$ cat src/rtl/scan_mux_pkg.sv
// Shared definitions for the scan_mux channel selector: mode encoding and
// width helpers used to size the select pointer and the scan prescaler.
package scan_mux_pkg;

  typedef enum logic {
    MODE_MANUAL = 1'b0,
    MODE_AUTO   = 1'b1
  } mode_e;

  function automatic int clog2(input int n);
    int r = 0;
    int v = n - 1;
    while (v > 0) begin
      r++;
      v = v >> 1;
    end
    return r;
  endfunction

  // A counter that only ever holds 0 still needs one bit of storage.
  function automatic int cnt_w(input int n);
    return (n < 2) ? 1 : clog2(n);
  endfunction

endpackage

$ cat src/rtl/scan_mux_if.sv
// Channel selector bus: control and packed channel data in, selected
// channel, its index, one-hot enables and scan tick out.
interface scan_mux_if
  import scan_mux_pkg::*;
#(
  parameter int WIDTH    = 4,
  parameter int CHANNELS = 4
);

  localparam int SEL_W = clog2(CHANNELS);

  logic                      mode;
  logic [SEL_W-1:0]          sel;
  logic                      hold;
  logic [CHANNELS*WIDTH-1:0] din;
  logic [WIDTH-1:0]          q;
  logic [SEL_W-1:0]          q_sel;
  logic [CHANNELS-1:0]       ch_oh;
  logic                      tick;

  modport master (
    output mode, sel, hold, din,
    input  q, q_sel, ch_oh, tick
  );

  modport slave (
    input  mode, sel, hold, din,
    output q, q_sel, ch_oh, tick
  );

endinterface

$ cat src/rtl/scan_mux_prescaler.sv
// Auto-scan prescaler: counts 0..DIV-1 while enabled and flags the
// terminal count combinationally so the pointer advances on that same edge.
module scan_prescaler
  import scan_mux_pkg::*;
#(
  parameter int DIV = 1000
) (
  input  logic clk,
  input  logic i_clr,
  input  logic i_en,
  output logic o_tc
);

  localparam int            CW   = cnt_w(DIV);
  localparam logic [CW-1:0] LAST = CW'(DIV - 1);

  logic [CW-1:0] r_cnt;

  assign o_tc = i_en && (r_cnt == LAST);

  always_ff @(posedge clk) begin
    if (i_clr) begin
      r_cnt <= '0;
    end else if (o_tc) begin
      r_cnt <= '0;
    end else if (i_en) begin
      r_cnt <= r_cnt + CW'(1);
    end
  end

endmodule

$ cat src/rtl/scan_mux.sv
// Registered N-channel selector with manual select or timed auto-scan;
// q, q_sel and ch_oh are all loaded from the same next-pointer value.
module scan_mux
  import scan_mux_pkg::*;
#(
  parameter int WIDTH    = 4,
  parameter int CHANNELS = 4,
  parameter int DIV      = 1000
) (
  input logic       clk,
  input logic       rst,
  scan_mux_if.slave bus
);

  localparam int SEL_W = clog2(CHANNELS);

  logic             w_auto;
  logic             w_tc;
  logic [SEL_W-1:0] r_ptr;
  logic [SEL_W-1:0] w_ptr_next;
  logic [WIDTH-1:0] w_q_next;

  assign w_auto = (bus.mode == MODE_AUTO);

  // Clearing for the whole manual period also covers the manual->auto entry.
  scan_prescaler #(
    .DIV (DIV)
  ) u_prescaler (
    .clk   (clk),
    .i_clr (rst || !w_auto),
    .i_en  (w_auto && !bus.hold),
    .o_tc  (w_tc)
  );

  always_comb begin
    w_ptr_next = r_ptr;
    if (!bus.hold) begin
      if (!w_auto) begin
        if (int'(bus.sel) < CHANNELS) begin
          w_ptr_next = bus.sel;
        end
      end else if (w_tc) begin
        w_ptr_next = (r_ptr == SEL_W'(CHANNELS - 1)) ? '0 : r_ptr + SEL_W'(1);
      end
    end
  end

  always_comb begin
    w_q_next = '0;
    for (int unsigned k = 0; k < CHANNELS; k++) begin
      if (w_ptr_next == SEL_W'(k)) begin
        w_q_next = bus.din[k*WIDTH +: WIDTH];
      end
    end
  end

  always_ff @(posedge clk) begin
    if (rst) begin
      r_ptr     <= '0;
      bus.q     <= '0;
      bus.q_sel <= '0;
      bus.ch_oh <= '0;
      bus.tick  <= 1'b0;
    end else begin
      r_ptr     <= w_ptr_next;
      bus.q     <= w_q_next;
      bus.q_sel <= w_ptr_next;
      bus.ch_oh <= CHANNELS'(1) << w_ptr_next;
      bus.tick  <= w_tc;
    end
  end

endmodule

$ cat src/flat_wrapper.sv
// flat-port wrapper written by rule: the top's interface ports become plain ports
module scan_mux_flat import scan_mux_pkg::*;
#(
  parameter int WIDTH    = 4,
  parameter int CHANNELS = 4,
  parameter int DIV      = 1000
)
  (clk, rst, bus_mode, bus_sel, bus_hold, bus_din, bus_q, bus_q_sel, bus_ch_oh, bus_tick);
  scan_mux_if #(.WIDTH(WIDTH), .CHANNELS(CHANNELS)) bus_i ();
  input logic clk;
  input logic rst;
  input wire logic [$bits(bus_i.mode)-1:0] bus_mode;
  input wire logic [$bits(bus_i.sel)-1:0] bus_sel;
  input wire logic [$bits(bus_i.hold)-1:0] bus_hold;
  input wire logic [$bits(bus_i.din)-1:0] bus_din;
  output wire logic [$bits(bus_i.q)-1:0] bus_q;
  output wire logic [$bits(bus_i.q_sel)-1:0] bus_q_sel;
  output wire logic [$bits(bus_i.ch_oh)-1:0] bus_ch_oh;
  output wire logic [$bits(bus_i.tick)-1:0] bus_tick;
  assign bus_i.mode = bus_mode;
  assign bus_i.sel = bus_sel;
  assign bus_i.hold = bus_hold;
  assign bus_i.din = bus_din;
  assign bus_q = bus_i.q;
  assign bus_q_sel = bus_i.q_sel;
  assign bus_ch_oh = bus_i.ch_oh;
  assign bus_tick = bus_i.tick;
  scan_mux #(.WIDTH(WIDTH), .CHANNELS(CHANNELS), .DIV(DIV)) u_core (.clk(clk), .rst(rst), .bus(bus_i));
endmodule
$ cat config.mk
export PLATFORM = sky130hd
export DESIGN_NAME = scan_mux_flat
export DESIGN_NICKNAME = d
export VERILOG_FILES = /design/src/rtl/scan_mux_pkg.sv /design/src/rtl/scan_mux_if.sv /design/src/rtl/scan_mux_prescaler.sv /design/src/rtl/scan_mux.sv /design/src/flat_wrapper.sv
export SDC_FILE = /design/constraint.sdc
export NUM_CORES = 1
export LEC_CHECK = 0
export CAP_MARGIN = 10
export CELL_PAD_IN_SITES_DETAIL_PLACEMENT = 0
export CELL_PAD_IN_SITES_GLOBAL_PLACEMENT = 1
export CORE_MARGIN = 8
export CORE_UTILIZATION = 35
export DETAILED_ROUTE_END_ITERATION = 10
export GPL_ROUTABILITY_DRIVEN = 0
export PLACE_DENSITY_LB_ADDON = 0.08
export SETUP_SLACK_MARGIN = 0.02
export SLEW_MARGIN = 0
export SYNTH_ARGS = -nofsm -noshare
export SYNTH_HDL_FRONTEND = slang
export SYNTH_SLANG_ARGS = --single-unit
$ cat constraint.sdc
create_clock -name clk -period 3.81 [get_ports clk]
set_clock_uncertainty 0.2 [all_clocks]
set_input_delay 0.762 -clock clk [delete_from_list [all_inputs] [get_ports clk]]
set_output_delay 0.762 -clock clk [all_outputs]
set_load 0.01 [all_outputs]
Word level (Yosys, flattened, before mapping)
Cells that the tools add are included.
{"block": "word_totals", "regBits": 21, "inputBits": 22, "out_inout_bits": 11}
{"block": "classes", "addsub": 2, "n_eq_ne": 5, "shifts": 1, "mux": 8, "n_reduce_logical": 7}
{"operator": "4-bit 2-to-1 mux", "n": 4}
{"operator": "10-bit by 1-bit adder with 10-bit output, second input constant", "n": 1}
{"operator": "10-bit == test, second input constant", "n": 1}
{"operator": "2-bit 2-to-1 mux", "n": 4}
{"operator": "2-bit == test, second input constant", "n": 3}
{"operator": "1-bit by 2-bit << shifter with 4-bit output, first input constant", "n": 1}
{"operator": "2-bit by 1-bit adder with 2-bit output, second input constant", "n": 1}
{"operator": "2-bit by 1-bit == test with 1-bit output, second input constant", "n": 1}
{"operator": "1-bit logical AND", "n": 2}
{"operator": "1-bit logical NOT", "n": 2}
{"operator": "2-bit logical NOT", "n": 1}
{"operator": "2-bit OR reduction", "n": 1}
{"operator": "1-bit logical OR", "n": 1}

Depth between registers and ports, before layout
Gate-level depths: netlist of the first run.
{"block": "logic_depth", "ltp_word": 11, "ltp_mapped": 9, "mapped_depth_nobuf": 7}

Modules after synthesis
From an unflattened synthesis of the first run, not the netlist that was laid out.
{"block": "hier_totals", "hier_cells": 102, "area_unflattened_um2": 948.4}
{"mod": "scan_mux", "n_inst": 1, "cells_each": 49, "area_each_um2": 484.2, "seq_area_each_um2": 220.2}
{"mod": "scan_prescaler", "n_inst": 1, "cells_each": 53, "area_each_um2": 464.2, "seq_area_each_um2": 200.2}

Worst setup path before layout of the first run
OpenSTA, ideal clock, no wires.
{"block": "synth_path", "path_type": "input to register", "startpoint": "input bus_hold", "endpoint": "register u_core.bus.q[2]", "arrival_ns": 2.172, "slack_ns": 1.363, "stages": 7, "n_path_buf": 2, "path_cell_list": "nand4b_1 -> or3_1 -> buf_2 -> o211a_1 -> buf_6 -> or2_4 -> o22ai_1"}
{"block": "synth_between", "elab_chain_cells": 11}
{"element": "start, declared", "line": "flat_wrapper.sv:14", "rtl": "input wire logic [$bits(bus_i.hold)-1:0] bus_hold;"}
{"element": "1-bit logical NOT", "line": "scan_mux.sv:31", "rtl": ".i_en (w_auto && !bus.hold),"}
{"element": "1-bit logical AND", "line": "scan_mux.sv:31"}
{"element": "1-bit logical AND", "line": "scan_mux_prescaler.sv:19", "rtl": "assign o_tc = i_en && (r_cnt == LAST);"}
{"element": "2-bit 2-to-1 mux", "line": "scan_mux.sv:42", "rtl": "end else if (w_tc) begin"}
{"element": "2-bit 2-to-1 mux", "line": "scan_mux.sv:38", "rtl": "if (!w_auto) begin"}
{"element": "2-bit 2-to-1 mux (*)", "line": "scan_mux.sv:37", "rtl": "if (!bus.hold) begin"}
{"element": "2-bit logical NOT", "line": "scan_mux.sv:51", "rtl": "if (w_ptr_next == SEL_W'(k)) begin"}
{"element": "4-bit 2-to-1 mux (3 in series)", "line": "scan_mux.sv:51"}
{"element": "4-bit 2-to-1 mux (*)", "line": "scan_mux.sv:51"}
{"element": "end signal, assigned", "line": "scan_mux.sv:66", "rtl": "bus.q <= w_q_next;"}
{"element": "end, declared", "line": "scan_mux_if.sv:28", "rtl": "output q, q_sel, ch_oh, tick"}
Mark *: on every way between the ends. The rest lies on a longest branch, timed or not.
A chain may end at the register's enable or synchronous reset.

Final worst setup path of the first run
Same ends and word-level chain as after synthesis.

==> flow_metrics.py, run 1 <==
metrics = {
    "clock_tree": {
        "numCtsBuffers": 3,
        "cts_hold_buf": 0,
        "cts_buffer_depth": 2,
        "cts_tree": "yes",
        "path_clk_slew_ns": 0.12,
        "clock-sinks": 21,
        "h-tree-depth": 1,
        "root_buffer": "clkbuf_4",
        "ctsResizeCount": 0,
        "cts_setup_buffers": 0,
        "clk_latency_ns": 0.30,
    },
    "finish": {
        "final_util_pct": 49.4,
        "layout_common_cells": "clkdlybuf4s50_1, dfxtp_1, nor2_1, mux2i_1, xor2_1",
        "num_antenna_cells": 0,
        "final_common_cell": "clkdlybuf4s50_1",
        "nNetsFinal": 155,
        "fill_cells": 267,
        "syn_to_final_growth_pct": 39.2,
        "instances_no_fill": 161,
        "final_layout_size_suffix_gt1_share_pct": 6.15,
    },
    "sta": {
        "finalCriticalPeriod_ns": 2.78,
        "timing.slew.headroom_pct": 72.3,
        "setup_viol": 0,
        "setup_ws_ns": 1.03,
        "clock.fmax_mhz": 360,
        "drv_slew": 0,
        "fin_crit_sh_pct": 73.0,
        "hold_viol_final": 0,
        "rsz0062_at_grt": "no",
        "worstMarginPinSlew_ns": 0.414,
        "finalSetupTns_ns": 0,
    },
    "placement": {
        "place_ws_ns": 0.686,
        "dpl.hpwl_um": 1670,
        "numPortBuffers": 32,
        "dp_cells": 157,
    },
    "pwr": {
        "p_leak_nw": 0.522,
        "ir_drop_uv": 214,
        "total_power_uw": 418,
        "power.density_mw_per_mm2": 318,
    },
    "job": {
        "cap_violations": 0,
    },
    "global_routing": {
        "busiest_layer": "met2",
        "grt-ovfl-total": 0,
        "grt.total_usage_pct": 9.19,
        "grt.met3_usage_pct": 4.26,
        "use_met2_pct": 14.5,
        "grt_max_degree": 13,
        "antenna_found_initial": 0,
        "grt_first_pass_wirelength_um": 3290,
        "grt_pass1_vias": 766,
        "met1_usage_pct": 11.0,
    },
    "floorplanning": {
        "dieArea_mm2": 0.00462,
        "die_w_um": 68.0,
        "ios": 33,
        "rows": 19,
        "start_util_pct": 35.5,
        "fp.dieH_um": 68.0,
        "core_area_mm2": 0.00266,
    },
    "critical_path": {
        "required_ns": 3.85,
        "worst-path-buf-inv": 1,
        "cp_max_fo": 8,
        "cp-end-kind": "flop",
        "arrival_ns": 2.82,
        "cp-start-kind": "input port",
        "critical-path-top-delay-family": "simple AND/OR/NAND/NOR gates",
        "criticalPathCategory": "in2reg",
        "crit_slowest_cell": "clkdlybuf4s50_1",
        "max_stage_delay_ns": 0.48,
        "cp_cell_sequence": "clkdlybuf4s50_1 > nand4b_1 > or3_1 > o211a_1 > or2_4 > o22ai_1",
    },
    "routing": {
        "drtIter0Drc": 29,
        "wl_um": 2040,
        "viasPerCell": 4.83,
        "num_vias": 777,
        "post_drt_wl_per_cell_um": 12.7,
        "drc_errors": 0,
        "drtAntennaViolNets": 0,
        "first_pass_iters": 3,
    },
    "yosys": {
        "syn_nets": 120,
        "synth_top_area_share_pct": 44.4,
        "yosys.area.top_type": "dfxtp_1",
        "yosysWarnings": 0,
        "yosys-top-cells-area": "dfxtp_1, mux2i_1, nor2_1",
        "synth_seq_cells": 21,
        "synth_area_per_cell_um2": 9.85,
        "syn_area_um2": 946,
        "ys_types": 30,
        "synth_cells": 96,
        "seq_area_frac_synth_pct": 44.4,
    },
    "run_status": {
        "outcome": "finished, final reports clean",
    },
    "min_path": {
        "hold_path.class": "reg2reg",
    },
}
area by class of cell:
cell class | count | area [um^2] | area share (%)
Sequential cell | 21 | 420 | 31.9
Timing Repair Buffer | 32 | 320 | 24.3
Tap cell | 31 | 38.8 | 2.95
Multi-Input combinational cell | 71 | 502 | 38.1
Inverter | 2 | 7.51 | 0.570
Clock inverter | 1 | 5.00 | 0.380
Clock buffer | 3 | 22.5 | 1.71
per-layer routing:
layer  vias up  routed length [um]
met5         -                   0
met4         0                  17
met3         2                 135
met2        19                 955
met1       348                 933
li1        408                   -
synth_stat cells:
master / number
inv_1: 1
nor2_1: 14
mux2i_1: 9
xnor2_1: 2
nand4b_1: 1
or2_2: 1
o211a_1: 1
xor2_1: 6
or3b_1: 1
a21oi_1: 1
inv_2: 1
or3_1: 2
dfxtp_1: 21
nor2b_1: 2
o22ai_1: 4
and4b_1: 1
a22oi_1: 2
o311ai_4: 1
o31ai_1: 2
buf_2: 1
nand2b_1: 2
and2_1: 3
or2_4: 1
nand4_1: 4
ha_1: 2
and3_1: 2
buf_6: 1
o21ai_0: 1
nand3b_1: 1
nand2_1: 5
worst paths after layout:
| path | startpoint | endpoint | slack [ns] | cells after the start |
|---|---|---|---|---|
| max reg2reg | u_core.u_prescaler.r_cnt[3]$_SDFFE_PP0P_ | u_core.bus.q[2]$_SDFF_PP0_ | 1.46 | 5 |
| max | bus_hold | u_core.bus.q[2]$_SDFF_PP0_ | 1.03 | 6 |
| min reg2reg | u_core.u_prescaler.r_cnt[7]$_SDFFE_PP0P_ | u_core.u_prescaler.r_cnt[7]$_SDFFE_PP0P_ | 0.32 | 2 |
| min | u_core.u_prescaler.r_cnt[7]$_SDFFE_PP0P_ | u_core.u_prescaler.r_cnt[7]$_SDFFE_PP0P_ | 0.32 | 2 |
cell families after synthesis:
logic type	count (synthesis)	synth area share, %
AND/OR/NAND/NOR	40	22.8
flip-flops	21	44.4
AO/OA/AOI/OAI	12	10.7
multiplexers	9	9.52
XOR/XNOR	8	7.41
buffers and inverters	4	2.51
adder cells (fa/ha/maj)	2	2.65
worst reg2reg max path, delay by kind of cell, from the launching register on:
kind               cells  cell delay, ns
and+or+nand+nor        3            1.14
DFF                    1            0.38
AOI/OAI and AO/OA      2            0.57
registers in the layout, indices dropped and copies added, names as in the netlist:
register	cells
u_core.bus.tick	1
u_core.bus.ch_oh	4
u_core.bus.q_sel	2
u_core.bus.q	4
u_core.u_prescaler.r_cnt	10
report_power, final:
part / internal, mW / switching [mW] / total, mW
sequential: 0.228 / 0.00435 / 0.233
clock: 0.0392 / 0.0697 / 0.109
combinational: 0.0483 / 0.0285 / 0.0767
metrics by stage:
stage,hold slack [ns],area (um^2)
after floorplan,0.267,946
after global placement,0.288,1290
after detailed placement,0.304,1290
after CTS,0.323,1320
after global routing,0.392,1320
final,0.321,1320
Note: power is estimated with default switching activity, not from simulation.
==> run 2: changes to the inputs <==
- CORE_UTILIZATION: 35 -> 29
- clock period: 3.81 -> 2.41 ns (I/O delays scaled with it)
==> run 2 against run 1 <==
Non-clock buffer count increased by 10. Via count increased by 3.5%. Sequential power increased by 58%. Design area increased by 8.7%.
==> flow_metrics.py, run 2 (same netlist as run 1, synthesis figures left out) <==
metrics = {
    "clock_tree": {
        "numCtsBuffers": 3,
        "clk_latency_ns": 0.29,
        "cts_setup_buffers": 0,
        "h-tree-depth": 1,
        "ctsResizeCount": 0,
        "cts_buffer_depth": 2,
        "cts_hold_buf": 0,
        "path_clk_slew_ns": 0.12,
        "root_buffer": "clkbuf_4",
        "clock-sinks": 21,
        "cts_tree": "yes",
    },
    "global_routing": {
        "grt.total_usage_pct": 8.61,
        "grt_max_degree": 12,
        "antenna_found_initial": 0,
        "grt-ovfl-total": 0,
        "grt_pass1_vias": 882,
        "grt_first_pass_wirelength_um": 3630,
    },
    "routing": {
        "post_drt_wl_per_cell_um": 11.8,
        "viasPerCell": 4.37,
        "first_pass_iters": 4,
        "wl_um": 2170,
        "num_vias": 804,
        "drtAntennaViolNets": 0,
        "drtIter0Drc": 26,
        "drc_errors": 0,
    },
    "floorplanning": {
        "dieArea_mm2": 0.00535,
        "fp.dieH_um": 73.1,
        "rows": 20,
        "start_util_pct": 30.7,
        "core_area_mm2": 0.00308,
        "ios": 33,
        "die_w_um": 73.1,
    },
    "finish": {
        "reg.largest.list": "u_core.u_prescaler.r_cnt x10, u_core.bus.ch_oh x4, u_core.bus.q x4",
        "seq_area_um2": 420,
        "largest_reg_flops": 10,
        "syn_to_final_growth_pct": 51.3,
        "final_layout_size_suffix_gt1_share_pct": 12.1,
        "layout_common_cells": "clkdlybuf4s50_1, dfxtp_1, nor2_1, mux2i_1, buf_4",
        "postLayoutCellArea_mm2": 0.00143,
        "num_antenna_cells": 0,
        "final_common_cell": "clkdlybuf4s50_1",
        "multi_input_area_um2": 502,
        "top_register": "u_core.u_prescaler.r_cnt",
        "fill_cells": 320,
        "nNetsFinal": 165,
    },
    "sta": {
        "drv_slew": 0,
        "clock.fmax_mhz": 449,
        "timing.slew.headroom_pct": 75.5,
        "whs_ns": 0.306,
        "hold_viol_final": 0,
        "fin_crit_sh_pct": 92.5,
        "setup_ws_ns": 0.181,
        "rsz0062_at_grt": "no",
        "finalSetupTns_ns": 0,
        "setup_viol": 0,
        "worstMarginPinSlew_ns": 0.367,
        "finalCriticalPeriod_ns": 2.23,
    },
    "critical_path": {
        "required_ns": 2.43,
        "worst_r2r_path_depth": 5,
        "cp-start-kind": "input port",
        "critical-path-top-delay-family": "simple AND/OR/NAND/NOR gates",
        "crit_slowest_cell": "or3_1",
        "cp-startpoint": "bus_hold",
        "cp_cell_sequence": "clkdlybuf4s50_1 > nand4b_1 > or3_1 > o311ai_4 > nand2b_1 > o22ai_1",
        "cp.depth": 6,
        "cp_max_fo": 5,
        "max_stage_delay_ns": 0.43,
        "rr_startpoint": "u_core.u_prescaler.r_cnt[4]$_SDFFE_PP0P_",
        "worst-path-buf-inv": 1,
        "criticalPathCategory": "in2reg",
        "cp-end-kind": "flop",
        "arrival_ns": 2.25,
    },
    "pwr": {
        "power.density_mw_per_mm2": 471,
        "total_power_uw": 674,
        "ir_drop_uv": 337,
        "p_leak_nw": 0.578,
    },
    "min_path": {
        "hp-start": "u_core.u_prescaler.r_cnt[7]$_SDFFE_PP0P_",
        "hold_depth": 2,
        "hold_path.class": "reg2reg",
    },
    "job": {
        "cap_violations": 0,
    },
    "placement": {
        "dpl.hpwl_um": 1790,
        "place_area_mm2": 0.00141,
        "numPortBuffers": 32,
        "place_ws_ns": -0.162,
    },
    "run_status": {
        "outcome": "finished, final reports clean",
    },
}
## run 2: changes by cell type in the layout (fill, tap and decap cells not counted)
cell      previous run  this run
clkinv_2             1         0
buf_4                0         8
buf_12               0         2
clkbuf_1             0         1
## run 2: metrics by stage
stage	util, %	instances
CTS	46.5	184
detailed placement	45.7	180
global placement	45.7	180
global route	46.5	184
floorplan	-	96
finish	46.5	184
## run 2: cell type report
type	count	area share [%]
Sequential cell	21	29.4
Timing Repair Buffer	42	29.4
Clock buffer	4	1.84
Tap cell	44	3.85
Inverter	2	0.524
Multi-Input combinational cell	71	35.1
## run 2: power breakdown
part	switching (mW)	leakage (nW)	total, mW	internal, mW
clock network	0.103	0.0150	0.167	0.0643
registers	0.00644	0.171	0.367	0.361
logic	0.0489	0.391	0.139	0.0905
## run 2: worst reg2reg max path: stages (launching register included)
cell	delay, ns
dfxtp_1	0.38
or3b_1	0.41
or3_1	0.40
o311ai_4	0.36
nand2b_1	0.19
o22ai_1	0.18
## run 2: path summary, 6_finish.rpt
kind                                                                 end  slack, ns
worst max-delay path                          u_core.bus.q[1]$_SDFF_PP0_       0.18
worst min-delay path            u_core.u_prescaler.r_cnt[7]$_SDFFE_PP0P_       0.31
worst max register to register                u_core.bus.q[1]$_SDFF_PP0_       0.22
worst min register to register  u_core.u_prescaler.r_cnt[7]$_SDFFE_PP0P_       0.31
## run 2: metal layers
| metal | vias to the layer above | share of wire (%) | global-route usage, % |
|---|---|---|---|
| met5 | - | 0 | 0 |
| met4 | 0 | 0.69 | 3.33 |
| met3 | 2 | 5.4 | 3.30 |
| met2 | 15 | 45 | 14.1 |
| met1 | 358 | 49 | 9.79 |
| li1 | 429 | - | - |
